$ cat config.mk
export PLATFORM = sky130hd
export DESIGN_NAME = idli_sqi_fetch_m
export DESIGN_NICKNAME = d
export VERILOG_FILES = /design/src/rtl/idli_pkg.sv /design/src/rtl/idli_sqi_fetch_m.sv
export SDC_FILE = /design/constraint.sdc
export NUM_CORES = 1
export LEC_CHECK = 0
export CELL_PAD_IN_SITES_DETAIL_PLACEMENT = 0
export CELL_PAD_IN_SITES_GLOBAL_PLACEMENT = 1
export CORE_MARGIN = 3
export CORE_UTILIZATION = 37
export CTS_CLUSTER_DIAMETER = 40
export DETAILED_ROUTE_END_ITERATION = 16
export PLACE_DENSITY = 0.83
export SLEW_MARGIN = 20
export SYNTH_ARGS = -nofsm -noshare
export SYNTH_HDL_FRONTEND = slang
export SYNTH_SLANG_ARGS = --single-unit
$ cat constraint.sdc
create_clock -name i_sqi_gck -period 1.7 [get_ports i_sqi_gck]
set_input_delay 0.255 -clock i_sqi_gck [delete_from_list [all_inputs] [get_ports i_sqi_gck]]
set_output_delay 0.255 -clock i_sqi_gck [all_outputs]
set_load 0.01 [all_outputs]
$ cat src/rtl/idli_pkg.sv
// Shared idli definitions: decoder nibble type and SQI read-sequence constants.
package idli_pkg;

  typedef logic [3:0] sqi_data_t;

  localparam logic [7:0]  SQI_CMD_READ      = 8'h03;
  localparam int unsigned SQI_ADDR_NIBBLES  = 6;
  localparam int unsigned SQI_DUMMY_NIBBLES = 2;

  // Nibble idx (0 = most significant) of the 24b byte address for a 16b word address.
  function automatic sqi_data_t sqi_addr_nibble(input logic [15:0] addr, input logic [2:0] idx);
    logic [23:0] w_byte;
    sqi_data_t   w_nib;
    w_byte = {7'b0, addr, 1'b0};
    case (idx)
      3'd0:    w_nib = w_byte[23:20];
      3'd1:    w_nib = w_byte[19:16];
      3'd2:    w_nib = w_byte[15:12];
      3'd3:    w_nib = w_byte[11:8];
      3'd4:    w_nib = w_byte[7:4];
      3'd5:    w_nib = w_byte[3:0];
      default: w_nib = 4'h0;
    endcase
    return w_nib;
  endfunction

endpackage

$ cat src/rtl/idli_sqi_fetch_m.sv
// SQI instruction fetch: issues a sequential quad read at a redirect address and
// streams the returned nibbles to the decoder, one per unstalled cycle.
module idli_sqi_fetch_m
  import idli_pkg::*;
(
  input  logic        i_sqi_gck,
  input  logic        i_sqi_rst_n,
  input  logic        i_sqi_redirect,
  input  logic [15:0] i_sqi_addr,
  input  logic        i_sqi_stall,
  output logic        o_sqi_cs_n,
  output logic        o_sqi_sck_en,
  output logic        o_sqi_sio_oe,
  output logic [3:0]  o_sqi_sio,
  input  logic [3:0]  i_sqi_sio,
  output sqi_data_t   o_sqi_data,
  output logic        o_sqi_data_vld
);

  typedef enum logic [2:0] {
    S_IDLE,
    S_DESEL,
    S_CMD,
    S_ADDR,
    S_DUMMY,
    S_DATA
  } state_t;

  localparam logic [2:0] CMD_LAST   = 3'd1;
  localparam logic [2:0] ADDR_LAST  = 3'(SQI_ADDR_NIBBLES - 1);
  localparam logic [2:0] DUMMY_LAST = 3'(SQI_DUMMY_NIBBLES - 1);

  state_t      r_state;
  state_t      w_state_nxt;
  logic [2:0]  r_cnt;
  logic [2:0]  w_cnt_nxt;
  logic [15:0] r_addr;

  // The address is re-latched on every redirect, whatever state we are in.
  always_ff @(posedge i_sqi_gck or negedge i_sqi_rst_n) begin
    if (!i_sqi_rst_n) begin
      r_state <= S_IDLE;
      r_cnt   <= 3'd0;
      r_addr  <= 16'h0000;
    end else begin
      r_state <= w_state_nxt;
      r_cnt   <= w_cnt_nxt;
      if (i_sqi_redirect) begin
        r_addr <= i_sqi_addr;
      end
    end
  end

  always_comb begin
    w_state_nxt = r_state;
    w_cnt_nxt   = r_cnt;
    case (r_state)
      S_IDLE: begin
        if (i_sqi_redirect) begin
          w_state_nxt = S_CMD;
          w_cnt_nxt   = 3'd0;
        end
      end
      S_DESEL: begin
        w_state_nxt = S_CMD;
        w_cnt_nxt   = 3'd0;
      end
      S_CMD: begin
        if (i_sqi_redirect) begin
          w_state_nxt = S_DESEL;
          w_cnt_nxt   = 3'd0;
        end else if (r_cnt == CMD_LAST) begin
          w_state_nxt = S_ADDR;
          w_cnt_nxt   = 3'd0;
        end else begin
          w_cnt_nxt = r_cnt + 3'd1;
        end
      end
      S_ADDR: begin
        if (i_sqi_redirect) begin
          w_state_nxt = S_DESEL;
          w_cnt_nxt   = 3'd0;
        end else if (r_cnt == ADDR_LAST) begin
          w_state_nxt = S_DUMMY;
          w_cnt_nxt   = 3'd0;
        end else begin
          w_cnt_nxt = r_cnt + 3'd1;
        end
      end
      S_DUMMY: begin
        if (i_sqi_redirect) begin
          w_state_nxt = S_DESEL;
          w_cnt_nxt   = 3'd0;
        end else if (r_cnt == DUMMY_LAST) begin
          w_state_nxt = S_DATA;
          w_cnt_nxt   = 3'd0;
        end else begin
          w_cnt_nxt = r_cnt + 3'd1;
        end
      end
      S_DATA: begin
        if (i_sqi_redirect) begin
          w_state_nxt = S_DESEL;
          w_cnt_nxt   = 3'd0;
        end
      end
      default: begin
        w_state_nxt = S_IDLE;
        w_cnt_nxt   = 3'd0;
      end
    endcase
  end

  // In DATA the serial clock is withheld on stall or redirect so the memory holds its nibble.
  always_comb begin
    o_sqi_cs_n     = 1'b1;
    o_sqi_sck_en   = 1'b0;
    o_sqi_sio_oe   = 1'b0;
    o_sqi_sio      = 4'h0;
    o_sqi_data_vld = 1'b0;
    case (r_state)
      S_CMD: begin
        o_sqi_cs_n   = 1'b0;
        o_sqi_sck_en = 1'b1;
        o_sqi_sio_oe = 1'b1;
        o_sqi_sio    = (r_cnt == 3'd0) ? SQI_CMD_READ[7:4] : SQI_CMD_READ[3:0];
      end
      S_ADDR: begin
        o_sqi_cs_n   = 1'b0;
        o_sqi_sck_en = 1'b1;
        o_sqi_sio_oe = 1'b1;
        o_sqi_sio    = sqi_addr_nibble(r_addr, r_cnt);
      end
      S_DUMMY: begin
        o_sqi_cs_n   = 1'b0;
        o_sqi_sck_en = 1'b1;
      end
      S_DATA: begin
        o_sqi_cs_n     = 1'b0;
        o_sqi_sck_en   = !i_sqi_stall && !i_sqi_redirect;
        o_sqi_data_vld = !i_sqi_stall && !i_sqi_redirect;
      end
      default: begin
        o_sqi_cs_n = 1'b1;
      end
    endcase
  end

  assign o_sqi_data = i_sqi_sio;

endmodule

==> summary.md <==
| Metric | Value |
|---|---|
| Largest net degree at the start of global routing | 26 |
| Peak VDD IR | ~450 µV |
| Max transition margin | 0.792 |
| Pwr Density | about 1200 mW/mm² |
| Vias in the first global route | 1202 |
| Crit path launch type | flip-flop |
| Boundary Pins | 36 |
| Crit Path Class | flip-flop to output port |
| Final WL | between 3000 and 4000 µm |
| Pins Over Slew Limit | 0 |
| Remaining antenna violation count after routing | 0 |
| Die W | 66.4 µm |
| Antenna violations before repair | 0 |
| Final Net Count | 200 |
| Synth Area per Inst | ~11 µm² |
| Area contributors post-synth | dfrtp_1 (41%), mux2_2 (15%), ha_1 (4.6%) |
| Clock sink count | 22 |
| Total CTS buffers | 3 |
| Achievable Freq | between 500 and 600 MHz |
| Final setup viols | 4 |
| Initial drt markers | 33 |
| Measured slew at the worst slew-check pin | 312 ps |
| Initial Utilization | 0.395 |
| Yosys top cell area share | 0.409 |
| CP Max Fanout | 5 |
| Sequential-to-total area share from yosys stat | 0.409 |
| Clk root buf | clkbuf_4 |
| First-pass GRT wire length | roughly 5500 µm |
| 1st-pass router iterations | 4 |
| Total Power | roughly 2.3 mW |
| Die area | 0.00440 mm² |
| Vias | approximately 1100 |
| Yosys cell types | 38 |
| Synth Warn # | 0 |
| Failing checks | setup timing |
| FF+latch count, synth | 22 |
| RSZ-0062 raised after global routing | true |
| CP arrival | 1710 ps |
| Worst Slack Setup Final | -261 ps |
| Share of cells above drive strength 1 | 0.471 |
| Hold crit path type | input port to asynchronous set/reset pin |
| Mapped Nets | roughly 150 |
| Synth Flop Type | dfrtp_1 |
| CTS max path bufs | 2 |
| Period minus WS final | 1960 ps |
| Final Hold Viols | 0 |
| Clock Latency Late Sink | between 300 and 400 ps |
| CTS tree | built |
| Cell taking the most area after synthesis | dfrtp_1 |
| Max-cap check violation count | 0 |
| RD Place Congestion | between 0.8 and 0.9 |
| # diodes | 0 |
| Fillers | 310 |
| DR WL/cell | between 10 and 15 µm |
| Chip height | approximately 66 µm |
| Fin crit share | 1.15 |
| Outcome | finished, violations left |
| Lkg Pwr | 0.806 nW |
| Cells after synthesis | about 130 |
| WP data required | 1440 ps |
| Crit. End Element | output port |
| Hold slack | 280 ps |
| Reg clk slew, reported paths | roughly 130 ps |
| PortBufs | 27 |
| Syn-to-layout area delta | 39.9% |
| Final std cells w/o fill | 216 |
| Hpwl dp | 2270 µm |
| Skew final | about 11 ps |
| Max H-tree Level | 1 |
| Cell Area, Synth | 0.00135 mm² |
| GRT Total Usage | 0.158 |
| Setup_tns | -934 ps |
| # hold bufs at CTS | 0 |
| Placed cells | ~210 |
| DRC violations left | 0 |
| Via/cell ratio | 5.31 |
| FFs w/ async S/R, synth | 1.00 |
| Number of synthesized flops with an enable pin | 0 |
| Post-Place Worst Slack | -354 ps |
| Rows | 21 |
| Core area | 0.00342 mm² |
| Gr ovfl total | 0 |
-- flip-flops by register name, indices dropped and copies added, names as in the netlist --
signal / flops
r_cnt: 3
r_addr: 16
r_state: 3
-- what timing repair did --
action                                  CTS  global route
gates cloned                              0             1
endpoints found under the setup margin    8             9
resized for setup                        44            13
pin swaps                                 5             6
setup buffers                             6             1
-- where the power goes --
| group | total (mW) | leakage [nW] | switching (mW) | internal, mW |
|---|---|---|---|---|
| clock network | 0.288 | 0.0210 | 0.157 | 0.131 |
| registers | 0.686 | 0.264 | 0.0780 | 0.608 |
| logic | 1.33 | 0.520 | 0.598 | 0.732 |
| total | 2.30 | 0.806 | 0.833 | 1.47 |
-- stage by stage --
step,util,area (µm²)
after global routing,0.552,1890
final,0.552,1890
after detailed placement,0.509,1740
after global placement,0.509,1740
after CTS,0.540,1840
after floorplan,-,1350
-- routing by layer --
layer,part of all wire,GRT usage
met5,0,0
met4,0.0072,0.0381
met3,0.056,0.0272
met2,0.53,0.284
met1,0.40,0.193
-- area by class of cell --
cell class | count | area [µm²] | area share
Clock buffer | 4 | 36.3 | 0.0192
Inverter | 6 | 25.0 | 0.0133
Multi-Input combinational cell | 84 | 769 | 0.408
Sequential cell | 22 | 552 | 0.293
Tap cell | 46 | 57.6 | 0.0305
Timing Repair Buffer | 54 | 445 | 0.236
-- cell usage after synthesis, drive strengths merged (2+ instances only) --
library cell	instances
inv	6
and3	2
a21oi	8
a32o	2
nand2b	6
nand3	2
dfrtp	22
nand4	2
a222oi	3
o31ai	5
mux2	20
buf	12
o22ai	2
ha	5
nor3	3
nand2	4
and2	2
nor2	6
-- cell families (layout without fill, tap and decap cells) --
kind of cell | Yosys count | in the layout | synth area share
fa+ha+maj | 5 | 5 | 0.0464
buf+inv | 19 | 64 | 0.0863
xor+xnor | 2 | 2 | 0.0130
mux | 20 | 20 | 0.170
compound gates | 25 | 25 | 0.145
simple gates | 32 | 32 | 0.131
flops | 22 | 22 | 0.409
-- cells in the final DEF, fill, tap and decap left out, drive strengths merged, types with 2 or more instances in the layout --
cell,count
buf,34
dfrtp,22
mux2,20
clkdlybuf4s50,19
a21oi,8
nor2,6
nand2b,6
inv,6
o31ai,5
clkbuf,5
ha,5
nand2,4
a222oi,3
nor3,3
nand3,2
nand4,2
a32o,2
and2,2
and3,2
o22ai,2
-- worst max-delay path, stage by stage, from the launching register on --
cell	delay, ps
dfrtp_1	400
buf_6	140
buf_4	100
mux2_2	320
a222oi_1	220
nor2_1	80
buf_2	140
-- path summary, 6_finish.rpt --
kind,from,end,slack [ps],depth (start not counted)
worst max register to register,r_state[0]$_DFFE_PN0P_,r_state[1]$_DFFE_PN0P_,140,6
min in group i_sqi_gck,i_sqi_sio[0],o_sqi_data[0],510,0
max in group asynchronous,i_sqi_rst_n,r_addr[5]$_DFFE_PN0P_,1180,2
worst max-delay path,r_cnt[0]$_DFFE_PN0P_,o_sqi_sio[3],-260,6
worst min-delay path,i_sqi_rst_n,r_state[1]$_DFFE_PN0P_,280,2
worst min register to register,r_addr[1]$_DFFE_PN0P_,r_addr[1]$_DFFE_PN0P_,520,1
Power figures use the tool's default switching activity.
